File: config.mk
export PLATFORM = sky130hd
export DESIGN_NAME = br_ram_flops_1r1w_rd_arb
export DESIGN_NICKNAME = d
export VERILOG_FILES = /design/src/rtl/br_ram_flops_1r1w_rd_arb_pkg.sv /design/src/rtl/br_ram_flops_1r1w_rd_arb_arb_rr.sv /design/src/rtl/br_ram_flops_1r1w_rd_arb.sv
export SDC_FILE = /design/constraint.sdc
export NUM_CORES = 1
export LEC_CHECK = 0
export BUFFER_PORTS_ARGS = -buffer_cell sky130_fd_sc_hd__clkbuf_2
export CORE_AREA = 2 2 51 53
export DETAILED_ROUTE_END_ITERATION = 8
export DIE_AREA = 0 0 53 55
export GPL_TIMING_DRIVEN = 0
export PLACE_DENSITY_LB_ADDON = 0.15
export SLEW_MARGIN = 20
export SYNTH_ARGS = -nofsm -noshare
export SYNTH_HDL_FRONTEND = slang
export SYNTH_SLANG_ARGS = --single-unit
File: constraint.sdc
create_clock -name clk -period 7.95 [get_ports clk]
set_input_delay 0.3975 -clock clk [delete_from_list [all_inputs] [get_ports clk]]
set_output_delay 0.3975 -clock clk [all_outputs]
set_load 0.005 [all_outputs]
File: src/rtl/br_ram_flops_1r1w_rd_arb_pkg.sv
// Shared types and helpers for the flop-RAM read-port arbiter.
package br_ram_flops_1r1w_rd_arb_pkg;

  typedef enum logic {
    StateInit   = 1'b0,
    StateActive = 1'b1
  } state_e;

  function automatic int addr_width(input int depth);
    return (depth > 1) ? $clog2(depth) : 1;
  endfunction

endpackage

File: src/rtl/br_ram_flops_1r1w_rd_arb_arb_rr.sv
// Round-robin arbiter: priority starts just after the last granted requester.
module br_arb_rr
  import br_ram_flops_1r1w_rd_arb_pkg::*;
#(
  parameter int NumRequesters = 4
) (
  input  logic                     clk,
  input  logic                     rst,
  input  logic                     i_en,
  input  logic [NumRequesters-1:0] i_req,
  output logic [NumRequesters-1:0] o_grant
);

  localparam int IdxWidth = addr_width(NumRequesters);

  logic [IdxWidth-1:0] r_last;
  logic [IdxWidth-1:0] w_grant_idx;
  logic [IdxWidth-1:0] w_cand;
  int                  w_idx;

  // Walk from the farthest to the nearest candidate so the nearest valid one wins.
  always_comb begin
    o_grant     = '0;
    w_grant_idx = r_last;
    w_idx       = 0;
    w_cand      = '0;
    for (int off = NumRequesters; off >= 1; off--) begin
      w_idx  = (int'(r_last) + off) % NumRequesters;
      w_cand = w_idx[IdxWidth-1:0];
      if (i_en && i_req[w_cand]) begin
        o_grant         = '0;
        o_grant[w_cand] = 1'b1;
        w_grant_idx     = w_cand;
      end
    end
  end

  always_ff @(posedge clk) begin
    if (rst) begin
      r_last <= IdxWidth'(NumRequesters - 1);
    end else if (|o_grant) begin
      r_last <= w_grant_idx;
    end
  end

endmodule

File: src/rtl/br_ram_flops_1r1w_rd_arb.sv
// Shares the read port of a 1R1W flop RAM among clients and owns its write port.
// Define BR_RAM_FLOPS_1R1W_RD_ARB_INIT_EN to clear the RAM with InitValue after reset.
//   state       | meaning
//   StateInit   | sweeping InitValue into every entry, no reads or upstream writes
//   StateActive | reads arbitrated, upstream writes passed through
module br_ram_flops_1r1w_rd_arb
  import br_ram_flops_1r1w_rd_arb_pkg::*;
#(
  parameter int               NumRequesters = 4,
  parameter int               Depth         = 16,
  parameter int               Width         = 8,
  parameter int               ReadLatency   = 0,
  parameter logic [Width-1:0] InitValue     = '0,
  localparam int              AddrWidth     = addr_width(Depth)
) (
  input  logic                               clk,
  input  logic                               rst,
  input  logic [NumRequesters-1:0]           i_rd_req_valid,
  output logic [NumRequesters-1:0]           o_rd_req_ready,
  input  logic [NumRequesters*AddrWidth-1:0] i_rd_req_addr,
  output logic [NumRequesters-1:0]           o_rd_resp_valid,
  output logic [Width-1:0]                   o_rd_resp_data,
  input  logic                               i_wr_valid,
  output logic                               o_wr_ready,
  input  logic [AddrWidth-1:0]               i_wr_addr,
  input  logic [Width-1:0]                   i_wr_data,
  output logic                               o_ram_wr_valid,
  output logic [AddrWidth-1:0]               o_ram_wr_addr,
  output logic [Width-1:0]                   o_ram_wr_data,
  output logic                               o_ram_rd_addr_valid,
  output logic [AddrWidth-1:0]               o_ram_rd_addr,
  input  logic                               i_ram_rd_data_valid,
  input  logic [Width-1:0]                   i_ram_rd_data,
  output logic                               o_init_done
);

  if (NumRequesters < 2) begin : g_bad_nreq
    $error("NumRequesters must be at least 2");
  end
  if (Depth < 2) begin : g_bad_depth
    $error("Depth must be at least 2");
  end
  if (Width < 1) begin : g_bad_width
    $error("Width must be at least 1");
  end
  if (ReadLatency < 0) begin : g_bad_lat
    $error("ReadLatency must not be negative");
  end

  state_e                   r_state;
  logic                     r_init_done;
  logic                     w_active;
  logic                     w_init_wr;
  logic [AddrWidth-1:0]     w_init_addr;
  logic [Width-1:0]         w_init_data;
  logic [NumRequesters-1:0] w_grant;
  logic [NumRequesters-1:0] w_tag_out;

`ifdef BR_RAM_FLOPS_1R1W_RD_ARB_INIT_EN
  logic [AddrWidth-1:0] r_init_addr;

  always_ff @(posedge clk) begin
    if (rst) begin
      r_state     <= StateInit;
      r_init_addr <= '0;
      r_init_done <= 1'b0;
    end else if (r_state == StateInit) begin
      r_init_addr <= r_init_addr + 1'b1;
      if (r_init_addr == AddrWidth'(Depth - 1)) begin
        r_state     <= StateActive;
        r_init_done <= 1'b1;
      end
    end
  end

  assign w_init_wr   = (r_state == StateInit) && !rst;
  assign w_init_addr = r_init_addr;
`else
  always_ff @(posedge clk) begin
    if (rst) begin
      r_state     <= StateActive;
      r_init_done <= 1'b1;
    end
  end

  assign w_init_wr   = 1'b0;
  assign w_init_addr = '0;
`endif

  assign w_init_data = InitValue;
  assign w_active    = (r_state == StateActive) && !rst;
  assign o_wr_ready  = (r_state == StateActive);
  assign o_init_done = r_init_done;

  always_comb begin
    o_ram_wr_valid = 1'b0;
    o_ram_wr_addr  = i_wr_addr;
    o_ram_wr_data  = i_wr_data;
    if (w_init_wr) begin
      o_ram_wr_valid = 1'b1;
      o_ram_wr_addr  = w_init_addr;
      o_ram_wr_data  = w_init_data;
    end else if (w_active) begin
      o_ram_wr_valid = i_wr_valid;
    end
  end

  br_arb_rr #(
    .NumRequesters(NumRequesters)
  ) u_arb (
    .clk    (clk),
    .rst    (rst),
    .i_en   (w_active),
    .i_req  (i_rd_req_valid),
    .o_grant(w_grant)
  );

  assign o_rd_req_ready      = w_grant;
  assign o_ram_rd_addr_valid = |w_grant;

  always_comb begin
    o_ram_rd_addr = '0;
    for (int i = 0; i < NumRequesters; i++) begin
      if (w_grant[i]) o_ram_rd_addr = i_rd_req_addr[i*AddrWidth +: AddrWidth];
    end
  end

  // The grant rides alongside the RAM read so the data finds its way back to the issuer.
  if (ReadLatency == 0) begin : g_tag_comb
    assign w_tag_out = w_grant;
  end else begin : g_tag_pipe
    logic [NumRequesters-1:0] r_tag [ReadLatency];

    always_ff @(posedge clk) begin
      if (rst) begin
        for (int i = 0; i < ReadLatency; i++) r_tag[i] <= '0;
      end else begin
        r_tag[0] <= w_grant;
        for (int i = 1; i < ReadLatency; i++) r_tag[i] <= r_tag[i-1];
      end
    end

    assign w_tag_out = r_tag[ReadLatency-1];
  end

  assign o_rd_resp_valid = w_tag_out & {NumRequesters{i_ram_rd_data_valid && !rst}};
  assign o_rd_resp_data  = i_ram_rd_data;

  always_ff @(posedge clk) begin
    if (!rst) begin
      assert ($onehot0(w_grant))
        else $error("read grant is not one-hot");
      assert (i_ram_rd_data_valid == (|w_tag_out))
        else $error("RAM read data valid disagrees with issued tag");
      assert (!((r_state == StateInit) && (|w_grant)))
        else $error("read granted during init sweep");
    end
  end

endmodule

### After elaboration in Yosys (flattened, before gate mapping)

Cells that the tools add are included.
W data, S select, Z words.

* bits in registers: 2
* input bits: 44
* output and inout bits: 36
* logic and storage cells: 56

* $add $sub $neg: 4
* order comparisons: 8
* muxes and demuxes: 29
* bitwise gates (word level): 1
* reduce and logical (&&, ||, !) cells: 13

Operators with widths (number)
* $mux W4: 8
* $lt A2 B3 Y1 const B: 4
* $logic_and A1 B1 Y1: 9
* $mux W1: 9
* $bmux W1 S2: 4
* $demux W1 S2: 4
* $ge A2 B1 Y1 const B: 4
* $mux W2: 4
* $add A2 B1 Y2 const B: 2
* $add A2 B2 Y2 const B: 2
* $and A4 B4 Y4: 1
* $reduce_bool A4 Y1: 1
* $reduce_or A4 Y1: 1
* $reduce_and A2 Y1: 1
* $logic_not A1 Y1: 1

### Longest topological paths before layout

* depth in word-level cells: 13
* gate-level depth with buffers: 10
* depth with buffers taken out: 9

### Modules after synthesis

A second synthesis with hierarchy kept.

* cells, all modules: 122
* area, all modules: 945.9 um2

Modules (own cells, without submodules)
* br_arb_rr: instances 1, cells an instance 69, area each 605.6 um2, seq. area each 40.0 um2
* br_ram_flops_1r1w_rd_arb: instances 1, cells an instance 53, area each 340.3 um2, seq. area each 0.0 um2

### Least setup slack after synthesis

OpenSTA, ideal clock, no wires.

* path kind: register to output
* start: register u_arb.r_last[0]
* end: output port o_ram_rd_addr[2]
* arrival: 2603 ps
* required time: 7553 ps
* slack: 4949 ps
* cell stages (with the launch flop): 10
* buffers on the path: 1
* cells stage by stage: dfxtp_1 buf_6 inv_1 ha_1 mux4_2 or2_4 a211o_1 a221oi_4 a22oi_2 a221oi_2

* word-level cells in the longest chain between the ends: 13
* elaborated cells between the ends (all ways): 44
* classes of those cells: 4 x add/sub; 8 x order compare; 24 x mux; 8 x reduce/logical

Ends and longest elaborated chain
* start, declared: line br_ram_flops_1r1w_rd_arb_arb_rr.sv:16 `logic [IdxWidth-1:0] r_last;`
* start signal, assigned: line br_ram_flops_1r1w_rd_arb_arb_rr.sv:40 `r_last <= IdxWidth'(NumRequesters - 1);`
* start signal, assigned: line br_ram_flops_1r1w_rd_arb_arb_rr.sv:42 `r_last <= w_grant_idx;`
* $add A2 B1 Y2: line br_ram_flops_1r1w_rd_arb_arb_rr.sv:28 `w_idx = (int'(r_last) + off) % NumRequesters;`
* $lt A2 B3 Y1 (implied by the code) / $ge A2 B1 Y1 (equally long branches): line br_ram_flops_1r1w_rd_arb_arb_rr.sv:32 `o_grant[w_cand] = 1'b1;`
* $logic_and A1 B1 Y1 (implied by the code): line br_ram_flops_1r1w_rd_arb_arb_rr.sv:32
* $mux W1 (implied by the code): line br_ram_flops_1r1w_rd_arb_arb_rr.sv:32
* $demux W1 S2
* $mux W4 (3 in series): line br_ram_flops_1r1w_rd_arb_arb_rr.sv:30 `if (i_en && i_req[w_cand]) begin`
* $mux W4 (*): line br_ram_flops_1r1w_rd_arb_arb_rr.sv:30
* $mux W4 (3 in series): line br_ram_flops_1r1w_rd_arb.sv:124 `if (w_grant[i]) o_ram_rd_addr = i_rd_req_addr[i*AddrWidth +: AddrWidth];`
* $mux W4 (*): line br_ram_flops_1r1w_rd_arb.sv:124
* end, declared: line br_ram_flops_1r1w_rd_arb.sv:31 `output logic [AddrWidth-1:0] o_ram_rd_addr,`

Mark *: on every way between the ends. The rest lies on a longest branch, timed or not. The select of a mux whose other input is x is not followed.

### Final worst setup path

Same ends and word-level chain as after synthesis.

==> flow_summary.ini <==
[clock_network]
cts_tree = yes
cts-root-buf = clkbuf_4
htree_levels = 1
cts_resized = 0
cts_buffer_depth = 2
worstSkewPairLatency_ns = 0.23
clkSinkCount = 2
clk_pin_slew_ns = 0.03
cts_inserted_buffers = 3
postCtsHoldBufs = 0
post_cts_buffers = 0

[yosys]
yosysTopAreaCell = buf_4
syn_area_sq_um = 953
syn_avg_cell_area_sq_um = 8.08
syn_inst = 118
synth_top_area_share = 0.181
synth_common_cells = buf_4 (23), nor2_1 (14), inv_1 (10), nand2_1 (8), mux2i_1 (6)
yosys_warnings = 0
ys_async_sr_fraction = 0
ys_seq_area_frac = 0.0420
synth.most_common_cell = buf_4
yosys-top-cells-area = buf_4 (18%), ha_1 (6.6%), mux2i_1 (6.3%), a221oi_2 (6.3%), mux4_1 (5.5%)
post_synth_num_cell_types = 36
synth_edf_count = 0
ys_ff_latch = 2
ys.flop_type = dfxtp_1

[power]
powerDensity_mw_per_mm2 = 250
ir_worst_vdd_uv = 170
power.leakage_nw = 0.720

[worst_setup_path]
critPathArrivalTime_ns = 3.22
worst-setup-path-type = reg2out
slowest_stage = mux4_2
required_ns = 7.55
critPathTopFamily = compound AO/OA/AOI/OAI gates
cp_cell_sequence = buf_6, inv_1, ha_1, mux4_2, or2_4, a211o_1, a221oi_4, a22oi_2, a221oi_2, clkbuf_2
critPathCaptureType = output pin
critPathMaxStageDelay_ns = 0.42
path_buf_inv = 3
start_kind = register
crit_path_max_fanout = 10

[status]
status = finished, final reports clean

[sta]
setup_tns_ns = 0
period_needed_ns = 3.62
final.setup.worst_slack_ns = 4.33
fmax_mhz = 276
hold_viol = 0
skew_ns = 0.00311
finalSetupViolations = 0
rsz0062_at_grt = no
final.period_utilization = 0.455
finalMaxSlewViolations = 0

[drt]
routed_wl_microns = 2500
vias = 1053
drt_iter0_drc = 19
first_pass_iters = 4
routedWlPerCell_microns = 12.0
vias_per_cell = 5.06
drc_errors = 0
ant_nets = 0

[cells_and_area]
diodes = 0
seqCellArea_sq_um = 40.0
top_register = u_arb.r_last
fillers = 241
largest_reg_flops = 2
area_growth_pct = 36.1
fin_nets = 229
reg_top3 = u_arb.r_last (2)
drive_gt1_frac = 0.567
multi_input_area_sq_um = 689

[placed_design]
placement.io_buffers = 56
dp_slack_ns = 4.57
place.gp.congestion = 0.749
dpl.hpwl_microns = 2080

[global_routing]
grt_pass1_wl_microns = 3640
grtUsageTotal = 0.168
grt_pass1_vias = 848
antenna_found_initial = 0
grt_max_degree = 11
grt_overflow = 0

[die]
die_y_microns = 55
fp.dieW_microns = 53
num_rows = 18
initial_utilization = 0.403
core_area_sq_mm = 0.00236
dieArea_sq_mm = 0.00292
io_pins = 80

[job]
maxCapViolCount = 0

[min_path]
hp-class = in2reg
where the power goes:
| part | leakage [nW] | total (mW) | switching, mW | internal (mW) |
|---|---|---|---|---|
| clock | 0.0138 | 0.0232 | 0.00645 | 0.0167 |
| sequential | 0.0166 | 0.0198 | 0.00616 | 0.0137 |
| combinational | 0.690 | 0.282 | 0.150 | 0.132 |
stage by stage:
stage / hold slack, ns / cells / utilization / total power, mW / area, sq um
2_1_floorplan: 0.576 / 119 / - / 0.227 / 957
3_3_place_gp: 0.627 / 205 / 0.539 / 0.296 / 1270
3_5_place_dp: 0.659 / 205 / 0.539 / 0.301 / 1270
4_1_cts: 0.513 / 208 / 0.549 / 0.326 / 1300
5_1_grt: 0.548 / 208 / 0.549 / 0.360 / 1300
6_report: 0.511 / 208 / 0.549 / 0.325 / 1300
worst reg2reg max path, delay by kind of cell, from the launching register on:
family                     cells  cell delay (ns)
AOI/OAI and AO/OA              3             0.89
adders and majority gates      1             0.39
buffers and inverters          2             0.27
DFF                            1             0.40
muxes                          2             0.61
and+or+nand+nor                1             0.13
cell families (layout without fill, tap and decap cells):
group	after synthesis	in the layout	synth area share
flops	2	2	0.0420
buf+inv	35	94	0.239
compound gates	33	33	0.323
other cells	1	2	0.00393
fa+ha+maj	5	5	0.0656
simple gates	32	32	0.161
mux	10	10	0.165
layout make-up:
cell class	instances	area share
multi-input combinational	82	0.531
timing repair buffer	56	0.216
buffer	24	0.142
inverter	11	0.0338
sequential	2	0.0309
tap	30	0.0289
clock buffer	3	0.0174
final timing paths:
path | from | end | slack [ns] | depth (start not counted)
min reg2reg | u_arb.r_last[1]$_SDFFE_PP1P_ | u_arb.r_last[1]$_SDFFE_PP1P_ | 0.65 | 2
max reg2reg | u_arb.r_last[0]$_SDFFE_PP1P_ | u_arb.r_last[1]$_SDFFE_PP1P_ | 5.18 | 9
min | rst | u_arb.r_last[0]$_SDFFE_PP1P_ | 0.51 | 3
max | u_arb.r_last[0]$_SDFFE_PP1P_ | o_ram_rd_addr[2] | 4.33 | 10
cells in the final DEF, fill, tap and decap left out, types with 2 or more instances in the layout:
| master | n |
|---|---|
| a21o_1 | 2 |
| mux4_2 | 2 |
| clkbuf_4 | 3 |
| nand2_1 | 8 |
| conb_1 | 2 |
| nor2_1 | 14 |
| a22oi_1 | 3 |
| nor2b_1 | 4 |
| clkbuf_2 | 56 |
| o21ai_0 | 3 |
| a211o_1 | 2 |
| o21ai_1 | 2 |
| mux2i_1 | 6 |
| a221oi_2 | 4 |
| a21oi_1 | 4 |
| inv_1 | 10 |
| dfxtp_1 | 2 |
| a31oi_1 | 2 |
| a221oi_1 | 3 |
| buf_4 | 23 |
| ha_1 | 5 |
| mux4_1 | 2 |
layer usage:
| metal | track usage | vias up | wire, microns |
|---|---|---|---|
| met2 | 0.298 | 47 | 1300 |
| met5 | 0 | - | 0 |
| met4 | 0.0641 | 0 | 21 |
| li1 | - | 524 | - |
| met3 | 0.0161 | 2 | 175 |
| met1 | 0.210 | 480 | 1010 |
Power figures use the tool's default switching activity.
